--- src/rtl/perceptron_pkg.sv ---
// Shared constants, types and elaboration-time helpers for the perceptron sum pipeline.
package perceptron_pkg;

  localparam int WEIGHT_W      = 8;
  localparam int THETA_DEFAULT = 30;

  typedef logic signed [WEIGHT_W-1:0] weight_t;

  function automatic int clog2(input int v);
    int r = 0;
    while ((1 << r) < v) r++;
    return r;
  endfunction

  function automatic int out_width(input int n, input int w);
    return w + clog2(n + 1) + 1;
  endfunction

  // Operand count after lvl levels of 3:2 compression.
  function automatic int ops_at_level(input int m, input int lvl);
    int c = m;
    for (int i = 0; i < lvl; i++) c = c - c / 3;
    return c;
  endfunction

  function automatic int tree_levels(input int m);
    int c = m;
    int l = 0;
    while (c > 2) begin
      c = c - c / 3;
      l++;
    end
    return l;
  endfunction

  // Boundary b of s-1 sits after level ceil(b*t/s), spreading t levels across s stages.
  function automatic bit is_boundary(input int lvl, input int t, input int s);
    for (int b = 1; b < s; b++)
      if ((b * t + s - 1) / s == lvl) return 1'b1;
    return 1'b0;
  endfunction

endpackage

--- src/rtl/csa_3to2.sv ---
// Bit-vector 3:2 compressor. carry_o is already shifted to weight 2; the MSB carry
// is dropped because all tree arithmetic is modulo 2^WIDTH.
module csa_3to2 #(
  parameter int WIDTH = 8
) (
  input  logic [WIDTH-1:0] a_i,
  input  logic [WIDTH-1:0] b_i,
  input  logic [WIDTH-1:0] c_i,
  output logic [WIDTH-1:0] sum_o,
  output logic [WIDTH-1:0] carry_o
);

  assign sum_o      = a_i ^ b_i ^ c_i;
  assign carry_o[0] = 1'b0;

  genvar gi;
  for (gi = 0; gi < WIDTH - 1; gi++) begin : g_maj
    assign carry_o[gi+1] = (a_i[gi] & b_i[gi]) | (a_i[gi] & c_i[gi]) | (b_i[gi] & c_i[gi]);
  end

endmodule

--- src/rtl/perceptron_sum_pipe.sv ---
// Pipelined bias + sum(+/-w_i) via a carry-save tree and one final CPA.
// Define PERCEPTRON_SUM_LOWCONF_EN to build the |sum| <= THETA low-confidence flag.
module perceptron_sum_pipe
  import perceptron_pkg::*;
#(
  parameter int N      = 12,
  parameter int W      = WEIGHT_W,
  parameter int STAGES = 2,
  parameter int THETA  = THETA_DEFAULT
) (
  input  logic                       clk,
  input  logic                       reset_n,
  input  logic                       in_valid,
  output logic                       in_ready,
  input  logic [N*W-1:0]             in_weights,
  input  logic [W-1:0]               in_bias,
  input  logic [N-1:0]               in_hist,
  output logic                       out_valid,
  input  logic                       out_ready,
  output logic [out_width(N,W)-1:0]  out_sum,
  output logic                       out_taken,
  output logic                       out_low_conf
);

  localparam int OUT_W = out_width(N, W);
  localparam int M     = N + 2;
  localparam int CW    = clog2(N + 1);
  localparam int L     = tree_levels(M);
  localparam int T     = (L > STAGES - 1) ? L : STAGES - 1;

  logic              adv;
  logic [STAGES-1:0] vld_q;
  logic [CW-1:0]     zero_cnt;

  assign out_valid = vld_q[STAGES-1];
  assign adv       = !out_valid || out_ready;
  assign in_ready  = adv;

  always_ff @(posedge clk or negedge reset_n) begin
    if (!reset_n) vld_q <= '0;
    else if (adv) vld_q <= (vld_q << 1) | STAGES'(in_valid);
  end

  // Each negated operand enters as ~w; the missing +1s come back as this count.
  always_comb begin
    zero_cnt = '0;
    for (int i = 0; i < N; i++)
      if (!in_hist[i]) zero_cnt = zero_cnt + CW'(1);
  end

  genvar gl, gi;
  for (gl = 0; gl <= T; gl++) begin : g_lvl
    localparam int CNT = ops_at_level(M, gl);
    logic [OUT_W-1:0] ops [CNT];

    if (gl == 0) begin : g_src
      for (gi = 0; gi < N; gi++) begin : g_w
        logic [OUT_W-1:0] ext;
        assign ext     = OUT_W'($signed(in_weights[gi*W +: W]));
        assign ops[gi] = in_hist[gi] ? ext : ~ext;
      end
      assign ops[N]   = OUT_W'($signed(in_bias));
      assign ops[N+1] = OUT_W'(zero_cnt);
    end else begin : g_red
      localparam int PCNT = ops_at_level(M, gl - 1);
      localparam int GRP  = PCNT / 3;
      logic [OUT_W-1:0] red_d [CNT];

      for (gi = 0; gi < GRP; gi++) begin : g_csa
        csa_3to2 #(.WIDTH(OUT_W)) u_csa (
          .a_i    (g_lvl[gl-1].ops[3*gi]),
          .b_i    (g_lvl[gl-1].ops[3*gi+1]),
          .c_i    (g_lvl[gl-1].ops[3*gi+2]),
          .sum_o  (red_d[2*gi]),
          .carry_o(red_d[2*gi+1])
        );
      end
      for (gi = 3 * GRP; gi < PCNT; gi++) begin : g_pass
        assign red_d[gi-GRP] = g_lvl[gl-1].ops[gi];
      end

      if (is_boundary(gl, T, STAGES)) begin : g_reg
        logic [OUT_W-1:0] ops_q [CNT];
        always_ff @(posedge clk or negedge reset_n) begin
          if (!reset_n) begin
            for (int i = 0; i < CNT; i++) ops_q[i] <= '0;
          end else if (adv) begin
            ops_q <= red_d;
          end
        end
        assign ops = ops_q;
      end else begin : g_comb
        assign ops = red_d;
      end
    end
  end

  logic [OUT_W-1:0] sum_d, sum_q;
  logic             taken_q;

  assign sum_d = g_lvl[T].ops[0] + g_lvl[T].ops[1];

  always_ff @(posedge clk or negedge reset_n) begin
    if (!reset_n) begin
      sum_q   <= '0;
      taken_q <= 1'b1;
    end else if (adv) begin
      sum_q   <= sum_d;
      taken_q <= ~sum_d[OUT_W-1];
    end
  end

  assign out_sum   = sum_q;
  assign out_taken = taken_q;

`ifdef PERCEPTRON_SUM_LOWCONF_EN
  logic [OUT_W-1:0] mag_d;
  logic             low_conf_q;

  // The extra top bit of OUT_W keeps the negation of the most negative sum in range.
  assign mag_d = sum_d[OUT_W-1] ? -sum_d : sum_d;

  always_ff @(posedge clk or negedge reset_n) begin
    if (!reset_n)  low_conf_q <= 1'b0;
    else if (adv)  low_conf_q <= (mag_d <= OUT_W'(THETA));
  end

  assign out_low_conf = low_conf_q;
`else
  assign out_low_conf = 1'b0;
`endif

endmodule
--- config.mk ---
export PLATFORM = sky130hd
export DESIGN_NAME = perceptron_sum_pipe
export DESIGN_NICKNAME = d
export VERILOG_FILES = /design/src/rtl/perceptron_pkg.sv /design/src/rtl/csa_3to2.sv /design/src/rtl/perceptron_sum_pipe.sv
export SDC_FILE = /design/constraint.sdc
export NUM_CORES = 1
export LEC_CHECK = 0
export BUFFER_PORTS_ARGS = -buffer_cell sky130_fd_sc_hd__buf_2
export CAP_MARGIN = 20
export CORE_MARGIN = 2
export CORE_UTILIZATION = 50
export CTS_BUF_LIST = sky130_fd_sc_hd__clkbuf_4
export DETAILED_ROUTE_END_ITERATION = 10
export MAX_ROUTING_LAYER = met4
export PLACE_DENSITY = 0.75
export SLEW_MARGIN = 20
export SYNTH_ARGS = -nofsm -noshare
export SYNTH_HDL_FRONTEND = slang
export SYNTH_HIERARCHICAL = 1
export SYNTH_SLANG_ARGS = --single-unit
--- constraint.sdc ---
create_clock -name clk -period 3.8 [get_ports clk]
set_input_delay 0 -clock clk [delete_from_list [all_inputs] [get_ports clk]]
set_output_delay 0 -clock clk [all_outputs]
set_load 0.02 [all_outputs]
==> results of run 1 <==
==> worst max-delay path, delay by kind of cell <==
kind	cells	cell delay, ps
simple gates	5	910
mux	2	250
buf+inv	4	330
fa+ha+maj	5	1330
xor+xnor	3	550
compound gates	10	1640
==> flip-flops by register name (all words and copies together) (netlist names) <==
signal	flops
out_sum	13
out_taken	1
vld_q	2
g_lvl.g_red.g_reg.ops_q	56
==> kinds of logic (layout without fill, tap and decap cells) <==
group | count (synthesis) | in the layout
other | 13 | 22
and+or+nand+nor | 90 | 90
AOI/OAI and AO/OA | 66 | 66
adders and majority gates | 170 | 170
buffers and inverters | 64 | 259
DFF | 72 | 72
muxes | 65 | 65
xor gates and xnor gates | 148 | 148
==> area by class of cell <==
cell class                      instances  area (sq um)  share of cell area
Clock buffer                            9          67.6             0.00640
Clock inverter                          7          96.3             0.00912
Inverter                               22          95.1             0.00900
Multi-Input combinational cell        561          6870               0.650
Sequential cell                        72          1800               0.171
Tap cell                              220           275              0.0261
Timing Repair Buffer                  221          1360               0.128
==> synthesized netlist by cell type (2+ instances only) <==
master    count  area (sq um)
xor2_2        2          32.5
nor2_1       28           105
nand3b_1      4          30.0
nand3_1       4          20.0
nor2b_1      12          75.1
a21o_1        2          15.0
conb_1       13          48.8
buf_2         3          15.0
nand2_1      13          48.8
a31oi_1       2          12.5
a21oi_1      17          85.1
nor3_1        9          45.0
mux2i_1       7          70.1
or2_2         2          12.5
o41ai_1       2          17.5
buf_4        13          97.6
clkbuf_1     19          71.3
o31ai_1       3          22.5
a311oi_1      2          17.5
nand2b_1      6          37.5
xnor2_1     123          1080
ha_1         24           300
a21boi_0      2          15.0
buf_1         7          26.3
xor3_1       12           285
o21ai_0      12          60.1
and2_1        2          12.5
mux2_2       57           642
inv_1        19          71.3
o211ai_1      2          15.0
dfrtp_1      71          1780
o21a_1        4          30.0
fa_1        145          2900
or3_1         3          18.8
o22ai_1       3          18.8
nor3b_1       2          15.0
xor2_1        8          70.1
inv_4         2          12.5
o21bai_1      2          15.0
==> stage by stage <==
| stage | instance area [sq um] | hold WS, ps | setup WS (ps) | std cells | utilization |
|---|---|---|---|---|---|
| 2_1_floorplan | 8680 | -296 | -1100 | 697 | - |
| 3_3_place_gp | 9860 | 148 | -1230 | 1074 | 0.592 |
| 3_5_place_dp | 9860 | 145 | -1380 | 1074 | 0.592 |
| 4_1_cts | 10300 | 67.7 | -819 | 1105 | 0.618 |
| 5_1_grt | 10600 | 136 | -1070 | 1112 | 0.635 |
| 6_report | 10600 | 114 | -912 | 1112 | 0.635 |
==> worst min path at each step <==
stage	end	slack, ps	depth (start not counted)
final	g_lvl[3].g_red.g_reg.ops_q[1]	110	3
after global routing	g_lvl[3].g_red.g_reg.ops_q[29]	140	4
after CTS	g_lvl[3].g_red.g_reg.ops_q[1]	70	3
after detailed placement	g_lvl[3].g_red.g_reg.ops_q[24]	150	1
after global placement	g_lvl[3].g_red.g_reg.ops_q[25]	150	1
after floorplan	g_lvl[3].g_red.g_reg.ops_q[0]	-300	0
==> placed cells by master, fill, tap and decap left out, types with 4 or more instances in the layout <==
master    synthesis  final
conb_1           13     22
xnor2_1         123    119
nor2b_1          12      8
clkbuf_4          0      9
buf_2             3    133
nor2b_4           0      4
xor2_1            8      6
xor3_1           12     12
nor2_1           28     27
nand2b_1          6      5
xnor2_2           1      4
mux2_2           57     55
o21ai_2           0      6
nor3_1            9      5
nand3_1           4      4
a21oi_2           0      4
ha_1             24     14
ha_4              0      9
fa_1            145    143
a21oi_1          17     13
inv_1            19     17
dfrtp_1          71     71
buf_4            13     84
nand3b_1          4      4
mux2i_1           7      4
nand2_1          13     13
==> repair_timing <==
| item | 4_1_cts | 5_1_grt |
|---|---|---|
| setup endpoints to repair | 9 | 9 |
| resized for setup | 33 | 42 |
| buffers inserted | 13 | 8 |
| pin swaps | 28 | 42 |
| hold buffers | 2 | 0 |
| endpoints found under the hold margin | 36 | 0 |
==> layer usage <==
layer / vias to the layer above / wire length (um) / global-route usage
li1: 2614 / - / -
met1: 2969 / 7790 / 0.279
met2: 144 / 10100 / 0.394
met3: 33 / 659 / 0.0300
met4: 0 / 461 / 0.0608
met5: - / 0 / -
==> PnR_summary.wiki, run 1 <==
{| class="wikitable"
! Metric !! Value
|-
| Result of the run || finished with violations
|-
| Failing checks || negative setup slack
|-
| Worst Tran Pin Value || 1020 ps
|-
| Core Region || 16600 sq um
|-
| Mean area per synthesized cell || 12.4 sq um
|-
| Wire length of the first global-routing pass || 30600 um
|-
| Worst hold path type || input port to flop
|-
| Root buffer cell || clkbuf_4
|-
| H-tree depth || 3
|-
| Iteration count of the initial detailed-routing pass || 4
|-
| Post-synth ARST share || 1.00
|-
| Setup TNS Final || -3000 ps
|-
| I/O pin cnt || 137
|-
| Synthesized-area fraction occupied by ao, oa, aoi and oai cells || 0.0523
|-
| Source-to-sink clock delay at the later pin of the worst-skew pair || 440 ps
|-
| Port Buffers || 135
|-
| Total grt overflow || 0
|-
| CTS clock-pin slew for the worst setup and hold paths || 110 ps
|-
| Distinct cell type count of the synthesized netlist || 64
|-
| Inserted Diodes || 0
|-
| Xor and xnor fraction of the mapped netlist area || 0.180
|-
| Dominant combinational cell family by area after synthesis || adder cells
|-
| CTS sink cnt || 72
|-
| Final net count || 1176
|-
| Placement Rows || 47
|-
| Max-cap viol count || 0
|-
| Number of design rule violations left after detail routing || 0
|-
| Routability cong. || 0.886
|-
| Post-synthesis instance area || 8520 sq um
|-
| Count of flip-flops with a built-in enable after synthesis || 0
|-
| Number of endpoints with negative hold slack in the final report || 0
|-
| Vias in the first global route || 6248
|-
| Most frequent CP cell || ha_4
|-
| Capture point of the worst reg-to-reg path || out_taken
|-
| Buffer depth of the longest clock path || 2
|-
| Worst reg2reg setup slack || -200 ps
|-
| Mean number of vias per cell || 5.18
|-
| Crit path capture type || flop
|-
| Initial antenna violation count || 0
|-
| Min setup slack post-route || -912 ps
|-
| End of the critical path || g_lvl[3].g_red.g_reg.ops_q[3]
|-
| Period utilisation layout || 1.24
|-
| Final count of pins violating max slew || 0
|-
| Biggest cell delay along the critical path || 430 ps
|-
| Achievable Freq || 0.212 GHz
|-
| Final setup violation count || 7
|-
| Detail Route Antenna Nets || 0
|-
| Critical path class || input port to flop
|-
| Worst Path Arrival || 5020 ps
|-
| Total number of yosys warnings || 6
|-
| Number of cells produced by synthesis || 688
|-
| Critical path peak fanout || 4
|-
| Startpoint type of the worst setup path || input port
|-
| Register bit total from synthesis || 72
|-
| Cell type of the slowest stage on the worst timing path || or4b_1
|-
| Number of filler instances in the final layout || 1278
|-
| Most used flip-flop cell after synthesis || dfrtp_1
|-
| DIE WIDTH || 135 um
|-
| Relative slew slack || 0.315
|-
| Initial cell density of the core || 0.512
|-
| Area of the die || 18100 sq um
|-
| Detail-routed net length per standard cell || 17.1 um
|-
| Reg2reg path depth || 14
|-
| Final WL || 19100 um
|-
| Total via count in the routed design || 5760
|-
| Worst setup path startpoint || in_hist[1]
|-
| Layout cell share with drive strength beyond 1 || 0.404
|-
| Synth Area in Adders || 0.377
|-
| Area growth from synthesis to final layout || 23.9%
|-
| Mux share of post-synthesis cell area || 0.0849
|-
| Required time at the endpoint of the critical path || 4110 ps
|-
| Maximum number of pins on one net before global-route repair || 66
|-
| Die height || 135 um
|-
| Final worst path period need || 4710 ps
|-
| Basic-gate share of the synthesized area counting and, or, nand and nor cells || 0.0537
|-
| Final Skew || 18.0 ps
|-
| Overall track demand over capacity in global routing || 0.226
|-
| TritonCTS clock tree || yes
|-
| Unrepaired setup endpoints after global routing || yes
|-
| HPWL after detailed placement || 15200 um
|-
| Worst Min Path Start || in_hist[11]
|-
| DRT iter0 DRCs || 267
|-
| Share of synthesized area occupied by flip-flops and latches || 0.212
|-
| Inserted Clock Buffers || 9
|-
| Startpoint of the worst-slack reg-to-reg timing path || g_lvl[3].g_red.g_reg.ops_q[28]
|}
Power of run 1 is left out: the tool's default activity adds up to more than one toggle a clock period on the data nets, which glitch-free logic cannot reach.
==> run 2, diff against run 1 <==
--- a/config.mk
+++ b/config.mk
@@ -9,7 +9,7 @@
 export CAP_MARGIN = 20
 export CORE_MARGIN = 2
 export CORE_UTILIZATION = 50
-export CTS_BUF_LIST = sky130_fd_sc_hd__clkbuf_4
+export CTS_BUF_LIST = sky130_fd_sc_hd__clkbuf_16
 export DETAILED_ROUTE_END_ITERATION = 10
 export MAX_ROUTING_LAYER = met4
 export PLACE_DENSITY = 0.75
==> run 2 against run 1 <==
Compared with the run above:
- the flow still finishes with violations (negative setup slack)
- global-route usage grew 0.48 points
- clock skew shrank 13 ps
- flip-flop and latch count is the same
- non-clock buffer count grew 2
- first-iteration DRC count grew 42%
- critical path depth shrank 2
- sequential share of layout area shrank 0.32 points
- register-to-register slack gained 30 ps
- hold slack gained 110 ps
- die area is the same
==> PnR_summary.wiki, run 2 (synthesis results as in run 1) <==
{| class="wikitable"
! Metric !! Value
|-
| Critical path class || input port to flop
|-
| Worst hold path type || input port to flop
|-
| Port Buffers || 135
|-
| Worst setup slack after placement || -1380 ps
|-
| Max reg flops || 56
|-
| Worst Tran Pin Value || 1020 ps
|-
| Final WL || 19600 um
|-
| Required time at the endpoint of the critical path || 4010 ps
|-
| CTS sink cnt || 72
|-
| Area of the die || 18100 sq um
|-
| Achievable Freq || 0.206 GHz
|-
| Placement Rows || 47
|-
| Dpl cells || 1074
|-
| Total via count in the routed design || 5770
|-
| Die height || 135 um
|-
| Area growth from synthesis to final layout || 26.3%
|-
| Layout cell share with drive strength beyond 1 || 0.407
|-
| Initial cell density of the core || 0.512
|-
| Vias in the first global route || 6322
|-
| Initial antenna violation count || 0
|-
| Iteration count of the initial detailed-routing pass || 4
|-
| Final setup violation count || 7
|-
| Source-to-sink clock delay at the later pin of the worst-skew pair || 340 ps
|-
| Final Skew || 5.26 ps
|-
| Utilization of the core after routing || 0.647
|-
| Most used routing layer || met2
|-
| Result of the run || finished with violations
|-
| Root buffer cell || clkbuf_16
|-
| CTS clock-pin slew for the worst setup and hold paths || 60 ps
|-
| Total grt overflow || 0
|-
| Min setup slack post-route || -1050 ps
|-
| Inserted Clock Buffers || 9
|-
| Maximum number of pins on one net before global-route repair || 66
|-
| Unrepaired setup endpoints after global routing || yes
|-
| Cell area after placement || 9860 sq um
|-
| Detail-routed net length per standard cell || 17.6 um
|-
| DRT iter0 DRCs || 379
|-
| Failing checks || negative setup slack
|-
| TritonCTS clock tree || yes
|-
| GR Util met3 || 0.0383
|-
| Mean number of vias per cell || 5.18
|-
| Final cell area excluding filler cells || 10800 sq um
|-
| Period utilisation layout || 1.28
|-
| Layout Cells excl Fill || 1114
|-
| Overall track demand over capacity in global routing || 0.231
|-
| Core Region || 16600 sq um
|-
| Final count of pins violating max slew || 0
|-
| Biggest register || g_lvl.g_red.g_reg.ops_q
|-
| Final worst path period need || 4850 ps
|-
| Number of design rule violations left after detail routing || 0
|-
| Relative slew slack || 0.316
|-
| Final net count || 1178
|-
| Max-cap viol count || 0
|-
| Routability cong. || 0.886
|-
| Detail Route Antenna Nets || 0
|-
| Worst Path Arrival || 5060 ps
|-
| I/O pin cnt || 137
|-
| H-tree depth || 3
|-
| DIE WIDTH || 135 um
|-
| Commonest cells after routing, fill and taps aside || 143 x fa_1, 133 x buf_2, 119 x xnor2_1
|-
| Startpoint type of the worst setup path || input port
|-
| Number of endpoints with negative hold slack in the final report || 0
|-
| Grt met1 use || 0.284
|-
| Number of filler instances in the final layout || 1247
|-
| HPWL after detailed placement || 15200 um
|-
| Critical path peak fanout || 5
|-
| Most common cell after layout, fill and taps aside || fa_1
|-
| Inserted Diodes || 0
|-
| Buffer depth of the longest clock path || 2
|-
| Met2 capacity usage during global routing || 0.399
|-
| Wire length of the first global-routing pass || 31200 um
|-
| Crit path capture type || flop
|}
## run 2: worst max-delay path, stage by stage
cell	delay, ps
buf_2	170
mux2i_4	290
xnor2_2	110
mux2_4	310
ha_4	260
xor2_2	140
o21a_1	180
a211oi_2	270
mux2i_1	160
buf_4	160
buf_4	130
buf_4	130
a21o_1	190
ha_4	260
xor2_2	150
o21ai_2	230
nor3_4	100
o31ai_4	290
o22ai_2	160
ha_4	190
nor2_2	100
mux2_4	160
or4b_1	430
o21ai_1	120
o211ai_1	120
xnor2_1	150
a21oi_1	80
## run 2: repair_timing
action	in CTS	in global routing
pin swaps	42	50
setup endpoints to repair	9	10
gates resized for setup	34	45
hold buffers	2	0
endpoints found under the hold margin	36	0
buffers inserted	12	13
## run 2: metrics by stage
stage / setup TNS (ps) / hold WS [ps]
global route: -4530 / 262
finish: -3140 / 219
global placement: -4950 / 148
floorplan: -3030 / -296
CTS: -3570 / 202
detailed placement: -5320 / 145
## run 2: layer usage
| layer | up-vias | share of wire |
|---|---|---|
| li1 | 2622 | - |
| met2 | 136 | 0.53 |
| met3 | 41 | 0.044 |
| met1 | 2971 | 0.40 |
| met5 | - | 0 |
| met4 | 0 | 0.026 |
## run 2: worst paths after layout
path                                                start                        endpoint  slack, ps  depth (start not counted)
max in group asynchronous                         reset_n                       out_taken       2510                          3
min in group asynchronous                         reset_n  g_lvl[3].g_red.g_reg.ops_q[23]        290                          2
setup / recovery                               in_hist[2]   g_lvl[3].g_red.g_reg.ops_q[3]      -1050                         27
hold reg to reg                                  vld_q[0]                        vld_q[1]        460                          1
setup reg to reg           g_lvl[3].g_red.g_reg.ops_q[54]                       out_taken       -170                         14
hold / removal                                in_hist[11]   g_lvl[3].g_red.g_reg.ops_q[1]        220                          3
## run 2: area by class of cell
| cell class | count | area [sq um] | area share |
|---|---|---|---|
| Sequential cell | 72 | 1800 | 0.167 |
| Tap cell | 220 | 275 | 0.0256 |
| Clock buffer | 9 | 225 | 0.0209 |
| Inverter | 22 | 95.1 | 0.00883 |
| Timing Repair Buffer | 223 | 1380 | 0.128 |
| Multi-Input combinational cell | 561 | 6900 | 0.641 |
| Clock inverter | 7 | 96.3 | 0.00895 |
Power of run 2 is left out for the same reason.
